### config.mk
export PLATFORM = sky130hd
export DESIGN_NAME = usb_rx_ctrl
export DESIGN_NICKNAME = d
export VERILOG_FILES = /design/src/rtl/usb_rx_ctrl.sv
export SDC_FILE = /design/constraint.sdc
export NUM_CORES = 1
export LEC_CHECK = 0
export CAP_MARGIN = 20
export CELL_PAD_IN_SITES_DETAIL_PLACEMENT = 1
export CELL_PAD_IN_SITES_GLOBAL_PLACEMENT = 1
export CORE_MARGIN = 5
export CORE_UTILIZATION = 33
export CTS_CLUSTER_DIAMETER = 80
export CTS_CLUSTER_SIZE = 14
export DETAILED_ROUTE_END_ITERATION = 8
export GPL_TIMING_DRIVEN = 0
export PLACE_DENSITY = 0.77
export REMOVE_ABC_BUFFERS = 1
export SKIP_LAST_GASP = 1
export SLEW_MARGIN = 30
export SYNTH_ARGS = -nofsm -noshare
export SYNTH_HDL_FRONTEND = slang
export SYNTH_SLANG_ARGS = --single-unit
### constraint.sdc
create_clock -name clk -period 2 [get_ports clk]
set_input_delay 0.3 -clock clk [delete_from_list [all_inputs] [get_ports clk]]
set_output_delay 0.3 -clock clk [all_outputs]
set_load 0.03 [all_outputs]
### src/rtl/usb_rx_ctrl.sv
// USB full-speed receive control: sequences one packet from the edge/EOP front end,
// validates SYNC, strobes data bytes into the RX FIFO and flags framing errors.
module usb_rx_ctrl #(
    parameter logic [7:0]  SYNC_BYTE = 8'h80,
    parameter int unsigned MAX_BYTES = 64,
    parameter int unsigned CNT_W     = 7
) (
    input  logic             clk,
    input  logic             n_rst,
    input  logic             d_edge,
    input  logic             eop,
    input  logic             shift_enable,
    input  logic             byte_received,
    input  logic [7:0]       rcv_data,
    output logic             rcving,
    output logic             w_enable,
    output logic             r_error,
    output logic [CNT_W-1:0] byte_count
);

    typedef enum logic [3:0] {
        IDLE,
        SYNC_RCV,
        SYNC_CHK,
        BYTE_RCV,
        STORE,
        BOUNDARY,
        EOP_WAIT,
        ERR_WAIT,
        ERR_EOP,
        EIDLE
    } state_t;

    localparam logic [CNT_W-1:0] MAX_CNT = CNT_W'(MAX_BYTES);

    state_t           state_q, state_d;
    logic [CNT_W-1:0] cnt_q, cnt_d;
    logic             at_max;
    logic             eop_sample;

    assign at_max     = (cnt_q == MAX_CNT);
    assign eop_sample = eop & shift_enable;

    always_ff @(posedge clk or negedge n_rst) begin
        if (!n_rst) begin
            state_q <= IDLE;
            cnt_q   <= '0;
        end else begin
            state_q <= state_d;
            cnt_q   <= cnt_d;
        end
    end

    always_comb begin
        state_d = state_q;
        cnt_d   = cnt_q;
        unique case (state_q)
            IDLE: begin
                if (d_edge) begin
                    state_d = SYNC_RCV;
                    cnt_d   = '0;
                end
            end
            SYNC_RCV: begin
                if (byte_received) begin
                    state_d = SYNC_CHK;
                end else if (eop_sample) begin
                    state_d = ERR_EOP;
                end
            end
            SYNC_CHK: begin
                state_d = (rcv_data == SYNC_BYTE) ? BYTE_RCV : ERR_WAIT;
            end
            BYTE_RCV: begin
                // A completed byte wins over an EOP sampled in the same cycle.
                if (byte_received) begin
                    state_d = STORE;
                end else if (eop_sample) begin
                    state_d = ERR_EOP;
                end
            end
            STORE: begin
                if (at_max) begin
                    state_d = ERR_WAIT;
                end else begin
                    cnt_d   = cnt_q + 1'b1;
                    state_d = BOUNDARY;
                end
            end
            BOUNDARY: begin
                if (shift_enable) begin
                    state_d = eop ? EOP_WAIT : BYTE_RCV;
                end
            end
            EOP_WAIT: begin
                if (d_edge) begin
                    state_d = IDLE;
                end
            end
            ERR_WAIT: begin
                if (eop_sample) begin
                    state_d = ERR_EOP;
                end
            end
            ERR_EOP: begin
                if (d_edge) begin
                    state_d = EIDLE;
                end
            end
            EIDLE: begin
                if (d_edge) begin
                    state_d = SYNC_RCV;
                    cnt_d   = '0;
                end
            end
            default: begin
                state_d = IDLE;
            end
        endcase
    end

    always_comb begin
        rcving     = (state_q != IDLE) && (state_q != EIDLE);
        w_enable   = (state_q == STORE) && !at_max;
        // The overflowing byte raises the error already in its STORE cycle.
        r_error    = (state_q == ERR_WAIT) || (state_q == ERR_EOP) ||
                     (state_q == EIDLE) || ((state_q == STORE) && at_max);
        byte_count = cnt_q;
    end

endmodule

Yosys cells after proc, flatten, opt, wreduce, memory -nomap -nowiden
Index checks and enable logic that the tools add are counted. W data, S select, Z words.

Bits in registers: 11. Bits in latches: 0. Bits in writable memories: 0. Bits in read-only memories: 0. Input port bits: 14. Output and inout port bits: 10. Memories kept: 0.

$add $sub $neg: 1. $mul: 0. Divide/modulo/power cells: 0. Magnitude comparators: 0. Equal/unequal tests: 17. Shift-type cells: 0. Multiplexer cells: 14. Bitwise gates (word level): 1. Reductions and logical operators: 13.

Operators by type and width (number): $pmux W4 S9 (1); $mux W4 (7); $eq A4 B3 Y1 const B (4); $mux W7 (2); $pmux W7 S2 (1); $eq A4 B2 Y1 const B (2); $eq A4 B4 Y1 const B (2); $eq A8 B8 Y1 const B (1); $ne A2 B2 Y1 const B (4); $add A7 B1 Y7 const B (1); $eq A7 B7 Y1 const B (1); $mux W3 (2); $eq A4 B1 Y1 const B (1); $logic_not A4 Y1 (1); $ne A4 B4 Y1 const B (1); $reduce_and A4 Y1 (1); $reduce_bool A4 Y1 (1); $logic_and A1 B1 Y1 (3); $logic_or A1 B1 Y1 (3); $reduce_and A3 Y1 (1); $mux W2 (1); $ne A2 B1 Y1 const B (1); $reduce_bool A2 Y1 (1); $reduce_or A2 Y1 (1); 2 further kinds (2).

Longest topological paths before layout
Gate-level depths: netlist of run 1.

Depth in word-level cells: 4. Gate-level depth with buffers: 6. Mapped depth without buffers: 5.

Worst setup path after synthesis of run 1
No wires, ideal clock.

Path kind: register -> output. Start: reg cnt_q[2] (netlist: byte_count[2]). End: out r_error. Data arrival time: 1.838 ns. Setup slack: -0.138 ns. Cell stages (with the launch flop): 4. Cells stage by stage: dfrtp_1 nor4_1 a41oi_1 o22ai_1.

Longest elaborated chain between the ends: 3.

RTL lines: from (decl) (line 37) `logic [CNT_W-1:0] cnt_q, cnt_d;`; from (signal assigned) (line 50) `cnt_q <= cnt_d;`; $eq A7 B7 Y1 (line 41) `assign at_max = (cnt_q == MAX_CNT);`; $logic_and A1 B1 Y1 (line 127) `(state_q == EIDLE) || ((state_q == STORE) && at_max);`; $logic_or A1 B1 Y1 (line 127); to (decl) (line 17) `output logic r_error,`.

No other way between the ends.

Worst setup path after layout of run 1
Start: reg state_q[3]. End: out r_error.

Longest elaborated chain between the ends: 4.

RTL lines: from (decl) (line 36) `state_t state_q, state_d;`; from (signal assigned) (line 49) `state_q <= state_d;`; $eq A4 B3 Y1 / $eq A4 B4 Y1 (equally long branches) (line 126) `r_error = (state_q == ERR_WAIT) || (state_q == ERR_EOP) ||`; $logic_or A1 B1 Y1 (2 in a row) (line 126); $logic_or A1 B1 Y1 (*) (line 127).

Every way passes the cells marked *; elsewhere a longest branch is shown, timed or not.

==> Implementation_results.wiki, run 1 <==
{| class="wikitable"
! Metric !! Value
|-
| Area growth from synthesis to final layout || 40.9%
|-
| Detailed Routing Iterations Pass 1 || 4
|-
| Count of standard-cell rows || 18
|-
| Port Buf Inserts || 23
|-
| Core area || 0.00248 mm²
|-
| First DRT Iteration DRCs || 30
|-
| Pin count of the biggest net entering global routing || 16
|-
| Hold/Removal Path Class || in -> async
|-
| Worst clock skew on the final layout || 0.00556 ns
|-
| Yosys Warn Count || 0
|-
| Slew margin rel. || 63.2%
|-
| Maximum clock frequency || 512 MHz
|-
| Pwr dens || 1270 mW/mm²
|-
| Setup repair after global routing missed its margin || yes
|-
| Number of synthesized register bits || 11
|-
| Count of non-filler cells in the finished layout || 166
|-
| Final max-slew violation count || 0
|-
| Clock tree from TritonCTS || yes
|-
| Maximum resistive drop on vdd || 0.000522 V
|-
| Clock root buffer master || sky130_fd_sc_hd__clkbuf_4
|-
| Final setup vio count || 0
|-
| Mean Syn Cell Area || 8.09 µm²
|-
| Filler Cell Count || 307
|-
| Cell leakage power || 0.000467 µW
|-
| Worst setup slack for register-to-register paths || 0.21 ns
|-
| Number of antenna violations at the first check in global routing || 0
|-
| List of cells traversed by the critical path || nand2b_1, nor2_1, a41oi_1, o22ai_1, buf_2
|-
| Fraction of final layout cells with drive strength greater than 1 || 19.1%
|-
| Dpl ws || -0.510 ns
|-
| Worst endpoint required time || 1.70 ns
|-
| Diode count || 0
|-
| Hold bufs inserted after CTS || 0
|-
| Total grt overflow || 0
|-
| Hold violation count in the final report || 0
|-
| Vias in the first global route || 900
|-
| Clock insertion delay at the later pin of the skew report || 0.28 ns
|-
| Post-route fraction of the period consumed by the critical path || 97.7%
|-
| Cell type of the slowest stage on the worst timing path || sky130_fd_sc_hd__dfrtp_2
|-
| Number of antenna-violating nets in the routed design || 0
|-
| Buffers from clock root to sink, at most || 2
|-
| Total cell area at the placement stage || 0.00107 mm²
|-
| WL/cell || 15.7 µm
|-
| Reg-to-reg startpoint || state_q[3]
|-
| Residual DRC || 0
|-
| Clock buffers created by TritonCTS || 3
|-
| Least-Margin Pin Slew || 0.551 ns
|-
| Width of the die || 60.7 µm
|-
| # IOs || 24
|-
| Sinks on Clock Net || 11
|-
| Starting density of the core || 34.3%
|-
| Cell family with most CP delay || flip-flops
|-
| Placed Cells || 150
|-
| Distinct cell type count after synthesis || 35
|-
| Buf+Inv Stages, Crit Path || 1
|-
| CP Data Arrival Time || 1.65 ns
|-
| Final worst path period need || 1.95 ns
|-
| Htree depth || 1
|-
| Final #Nets || 153
|-
| GRT Resource Usage Total || 15.1%
|-
| Reg2reg path depth || 5
|-
| Via count || 915
|-
| Proportion of register bits with asynchronous set or reset after synthesis || 100%
|-
| Outcome || complete, no violations
|-
| Type of the worst setup path || reg -> out
|-
| Final routed wirelength across all metal layers || 2610 µm
|-
| Detailed-route vias per instance || 5.51
|-
| Count of maximum capacitance violations || 0
|-
| Clock transition at the register clock pins on the worst setup and hold paths after CTS || 0.07 ns
|-
| Top fanout value on the critical path || 7
|-
| Post-synthesis instance area || 850 µm²
|-
| Util after Layout || 48.3%
|-
| Weighted congestion at the end of routability-driven global placement || 0.800
|-
| Post-detail-place hpwl || 1770 µm
|-
| Worst Setup Start Kind || register
|-
| First-pass GRT wire length || 4210 µm
|-
| Post-synth EDFFs || 0
|-
| Final instance area || 0.00120 mm²
|-
| Peak per-stage delay on the critical path || 0.46 ns
|-
| Post-route worst setup slack || 0.0453 ns
|-
| Endpoint type of the worst setup path || output port
|-
| Worst hold margin || 0.375 ns
|-
| Worst reg2reg path endpoint || byte_count[0]
|-
| Fraction of the yosys area taken by sequential cells || 32.4%
|-
| Syn Inst Count || 105
|-
| Height of the die || 60.7 µm
|-
| Most common flop cell mapped by yosys || sky130_fd_sc_hd__dfrtp_1
|-
| Area of the die || 0.00369 mm²
|}
[sequential cells by signal, summed over array words and instances, names as in the netlist]
| register | flops |
|---|---|
| state_q | 4 |
| byte_count | 7 |
[worst max-delay path by stage]
| stage | start | to | cells after the start |
|---|---|---|---|
| after floorplan | byte_count[2] | r_error | 3 |
| after global placement | state_q[2] | w_enable | 3 |
| after detailed placement | byte_count[2] | r_error | 4 |
| after CTS | state_q[3] | r_error | 5 |
| after global routing | state_q[3] | r_error | 5 |
| final | state_q[3] | r_error | 5 |
[routing by layer]
metal	track usage [%]	up-vias	part of all wire [%]
met5	0	-	0
met4	5.57	0	1.1
met3	2.13	4	5.9
met2	27.8	33	52
met1	17.6	436	40
li1	-	442	-
[cell usage in the layout, fill, tap and decap left out, types with 2 or more instances in the layout]
| cell type | count |
|---|---|
| sky130_fd_sc_hd__nand2b_1 | 3 |
| sky130_fd_sc_hd__nor2_1 | 11 |
| sky130_fd_sc_hd__o21ai_0 | 8 |
| sky130_fd_sc_hd__o22ai_1 | 3 |
| sky130_fd_sc_hd__xnor2_1 | 3 |
| sky130_fd_sc_hd__nor3_1 | 2 |
| sky130_fd_sc_hd__inv_1 | 5 |
| sky130_fd_sc_hd__a21oi_1 | 12 |
| sky130_fd_sc_hd__or3_1 | 3 |
| sky130_fd_sc_hd__nand3_1 | 4 |
| sky130_fd_sc_hd__dfrtp_1 | 7 |
| sky130_fd_sc_hd__buf_4 | 13 |
| sky130_fd_sc_hd__clkdlybuf4s50_1 | 20 |
| sky130_fd_sc_hd__a211oi_1 | 2 |
| sky130_fd_sc_hd__clkbuf_4 | 3 |
| sky130_fd_sc_hd__dfrtp_2 | 4 |
| sky130_fd_sc_hd__nand2_1 | 8 |
| sky130_fd_sc_hd__nor3b_1 | 2 |
| sky130_fd_sc_hd__ha_1 | 2 |
[what timing repair did]
item | in CTS | in global routing
pin swaps | 1 | 0
resized for setup | 16 | 2
endpoints found under the setup margin | 3 | 2
hold endpoints to repair | 0 | 0
setup buffers | 9 | 3
[cell type report]
class	instances	area [µm²]	share of cell area [%]
Multi-Input combinational cell	81	523	43.7
Clock buffer	4	26.3	2.19
Tap cell	30	37.5	3.13
Timing Repair Buffer	35	312	26.0
Inverter	5	18.8	1.57
Sequential cell	11	280	23.4
[cell families after synthesis]
group / synth area share, %
AND/OR/NAND/NOR: 24.6
AO/OA/AOI/OAI: 27.4
buffers and inverters: 7.81
flip-flops: 32.4
XOR/XNOR: 3.09
adder cells (fa/ha/maj): 2.95
multiplexers: 1.77
[report_power, final]
part	switching [µW]	internal (µW)	total [µW]
clock	80.0	77.5	157
sequential	76.4	290	367
combinational	548	449	997
total	704	817	1520
[cells in the mapped netlist, types with 3 or more instances]
library cell / number / area, µm²
sky130_fd_sc_hd__a21oi_1: 12 / 60.1
sky130_fd_sc_hd__dfrtp_1: 11 / 275
sky130_fd_sc_hd__nor2_1: 11 / 41.3
sky130_fd_sc_hd__nand2_1: 8 / 30.0
sky130_fd_sc_hd__o21ai_0: 8 / 40.0
sky130_fd_sc_hd__inv_1: 5 / 18.8
sky130_fd_sc_hd__clkbuf_1: 4 / 15.0
sky130_fd_sc_hd__nand3_1: 4 / 20.0
sky130_fd_sc_hd__nand2b_1: 3 / 18.8
sky130_fd_sc_hd__o22ai_1: 3 / 18.8
sky130_fd_sc_hd__or3_1: 3 / 18.8
sky130_fd_sc_hd__xnor2_1: 3 / 26.3
[through the flow]
stage                     TNS (ns)  total power, µW
after global placement      -0.960             1180
after global routing       -0.0899             1640
final                            0             1520
after floorplan             -0.138              936
after CTS                  -0.0545             1500
after detailed placement     -1.01             1210
No activity file was read; power rests on OpenSTA's default activity.
==> inputs of run 2 (changes only) <==
--- a/config.mk
+++ b/config.mk
@@ -9,12 +9,13 @@
 export CELL_PAD_IN_SITES_DETAIL_PLACEMENT = 1
 export CELL_PAD_IN_SITES_GLOBAL_PLACEMENT = 1
 export CORE_MARGIN = 5
-export CORE_UTILIZATION = 33
+export CORE_UTILIZATION = 36
 export CTS_CLUSTER_DIAMETER = 80
 export CTS_CLUSTER_SIZE = 14
 export DETAILED_ROUTE_END_ITERATION = 8
+export GPL_ROUTABILITY_DRIVEN = 0
 export GPL_TIMING_DRIVEN = 0
-export PLACE_DENSITY = 0.77
+export PLACE_DENSITY_LB_ADDON = 0.1
 export REMOVE_ABC_BUFFERS = 1
 export SKIP_LAST_GASP = 1
 export SLEW_MARGIN = 30
==> constraint.sdc (replaced) <==
create_clock -name clk -period 2.3 [get_ports clk]
set_input_delay 0.345 -clock clk [delete_from_list [all_inputs] [get_ports clk]]
set_output_delay 0.345 -clock clk [all_outputs]
set_load 0.03 [all_outputs]
==> Implementation_results.wiki, run 2 (synthesis gave the netlist of run 1 again) <==
{| class="wikitable"
! Metric !! Value
|-
| Sinks on Clock Net || 11
|-
| Diode count || 0
|-
| Height of the die || 58.6 µm
|-
| Area growth from synthesis to final layout || 33.3%
|-
| Count of maximum capacitance violations || 0
|-
| Final instance area || 0.00113 mm²
|-
| Count of non-filler cells in the finished layout || 156
|-
| Detailed Routing Iterations Pass 1 || 4
|-
| Port Buf Inserts || 23
|-
| Most common cell after layout, fill and taps aside || sky130_fd_sc_hd__clkdlybuf4s50_1
|-
| CP Data Arrival Time || 1.88 ns
|-
| Worst Setup Start Kind || register
|-
| Final setup vio count || 0
|-
| WL/cell || 15.3 µm
|-
| Clock transition at the register clock pins on the worst setup and hold paths after CTS || 0.07 ns
|-
| Termination of the worst setup path || w_enable
|-
| Number of antenna-violating nets in the routed design || 0
|-
| Final routed wirelength across all metal layers || 2380 µm
|-
| Htree depth || 1
|-
| Post-detail-place hpwl || 1790 µm
|-
| Commonest cells after routing, fill and taps aside || sky130_fd_sc_hd__clkdlybuf4s50_1 (21), sky130_fd_sc_hd__a21oi_1 (12), sky130_fd_sc_hd__nor2_1 (11)
|-
| Number of antenna violations at the first check in global routing || 0
|-
| Endpoint type of the worst setup path || output port
|-
| Type of the worst setup path || reg -> out
|-
| Routed length on met1 || 1060 µm
|-
| Final #Nets || 145
|-
| Total cell area at the placement stage || 0.00107 mm²
|-
| Worst setup slack for register-to-register paths || 0.46 ns
|-
| Total grt overflow || 0
|-
| Count of standard-cell rows || 17
|-
| Cell leakage power || 0.000429 µW
|-
| Clock root buffer master || sky130_fd_sc_hd__clkbuf_4
|-
| First DRT Iteration DRCs || 10
|-
| Vias in the first global route || 896
|-
| Highest metal layer used by the detailed router || met4
|-
| Final worst path period need || 2.22 ns
|-
| Pin count of the biggest net entering global routing || 20
|-
| Via count || 860
|-
| Reg2reg path depth || 4
|-
| Setup repair after global routing missed its margin || no
|-
| Crit. Startpoint || state_q[2]
|-
| Placed Cells || 148
|-
| Clock tree from TritonCTS || yes
|-
| Maximum clock frequency || 450 MHz
|-
| Met3 routed wirelength || 81 µm
|-
| Final max-slew violation count || 0
|-
| Width of the die || 58.6 µm
|-
| Fraction of final layout cells with drive strength greater than 1 || 13.3%
|-
| Clock insertion delay at the later pin of the skew report || 0.27 ns
|-
| Post-route fraction of the period consumed by the critical path || 96.6%
|-
| Top fanout value on the critical path || 19
|-
| Core area || 0.00223 mm²
|-
| First-pass GRT wire length || 4020 µm
|-
| Area of the die || 0.00343 mm²
|-
| Outcome || complete, no violations
|-
| Starting density of the core || 38.0%
|-
| Worst clock skew on the final layout || 0.00258 ns
|-
| Clock buffers created by TritonCTS || 3
|-
| Pwr dens || 1100 mW/mm²
|-
| Hold violation count in the final report || 0
|-
| Residual DRC || 0
|-
| Detailed-route vias per instance || 5.51
|-
| Max FFs per register || 7
|-
| Worst reg2reg path endpoint || byte_count[0]
|-
| Least-Margin Pin Slew || 0.524 ns
|-
| GRT Resource Usage Total || 15.3%
|-
| # IOs || 24
|-
| Worst endpoint required time || 1.96 ns
|-
| Total met2 wirelength after detailed routing || 1220 µm
|-
| Reg-to-reg startpoint || state_q[2]
|-
| Hold bufs inserted after CTS || 0
|-
| Hold/Removal Path Class || in -> async
|-
| Buffers from clock root to sink, at most || 2
|-
| Slew margin rel. || 65.0%
|-
| Maximum resistive drop on vdd || 0.000520 V
|}
[run 2: cell types whose count changed in the layout (fill, tap and decap cells not counted)]
cell | before | now
sky130_fd_sc_hd__dfrtp_2 | 4 | 3
sky130_fd_sc_hd__dfrtp_1 | 7 | 8
sky130_fd_sc_hd__clkdlybuf4s50_1 | 20 | 21
sky130_fd_sc_hd__buf_4 | 13 | 4
sky130_fd_sc_hd__clkbuf_2 | 0 | 1
sky130_fd_sc_hd__dlygate4sd2_1 | 1 | 0
[run 2: metrics by stage]
| stage | total power, µW | TNS [ns] | util [%] | setup WS (ns) | hold slack, ns |
|---|---|---|---|---|---|
| 3_5_place_dp | 1060 | -0.576 | 47.8 | -0.322 | 0.583 |
| 3_3_place_gp | 1030 | -0.447 | 47.8 | -0.231 | 0.578 |
| 2_1_floorplan | 814 | 0 | - | 0.117 | 0.0494 |
| 4_1_cts | 1200 | -0.00839 | 49.5 | -0.00839 | 0.432 |
| 6_report | 1240 | 0 | 50.7 | 0.0777 | 0.420 |
| 5_1_grt | 1350 | 0 | 50.7 | 0.00920 | 0.440 |
[run 2: power breakdown]
group | switching (µW) | internal (µW) | leakage (µW)
Clock | 66.0 | 67.1 | 0.0000150
Combinational | 379 | 342 | 0.000271
Sequential | 138 | 251 | 0.000143
Total | 583 | 660 | 0.000429
[run 2: layout make-up]
| cell class | count | area (µm²) |
|---|---|---|
| Inverter | 5 | 18.8 |
| Fill cell | 291 | 1100 |
| Multi-Input combinational cell | 81 | 523 |
| Tap cell | 28 | 35.0 |
| Sequential cell | 11 | 279 |
| Timing Repair Buffer | 27 | 250 |
| Clock buffer | 4 | 26.3 |
[run 2: routing by layer]
layer  global-route usage (%)  vias to the layer above
met2                     26.5                       16
met3                     2.41                        2
met4                     8.41                        0
li1                         -                      427
met5                        0                        -
met1                     17.8                      415
[run 2: worst max-delay path: stages (launching register included)]
cell and delay (ns):
sky130_fd_sc_hd__dfrtp_2 0.56, sky130_fd_sc_hd__or4b_4 0.57, sky130_fd_sc_hd__a31oi_4 0.24, sky130_fd_sc_hd__buf_2 0.25
[run 2: timing repair]
item / in CTS / in global routing
setup buffers: 0 / 4
endpoints found under the setup margin: 2 / 2
hold endpoints to repair: 0 / 0
resized for setup: 11 / 2
[run 2: worst min path at each step]
| stage | cells after the start | to | startpoint | slack (ns) |
|---|---|---|---|---|
| after floorplan | 0 | byte_count[0] | n_rst | 0.05 |
| after global placement | 1 | byte_count[1] | byte_count[1] | 0.58 |
| after detailed placement | 1 | byte_count[1] | byte_count[1] | 0.58 |
| after CTS | 1 | byte_count[5] | n_rst | 0.43 |
| after global routing | 1 | state_q[3] | n_rst | 0.44 |
| final | 1 | byte_count[0] | n_rst | 0.42 |
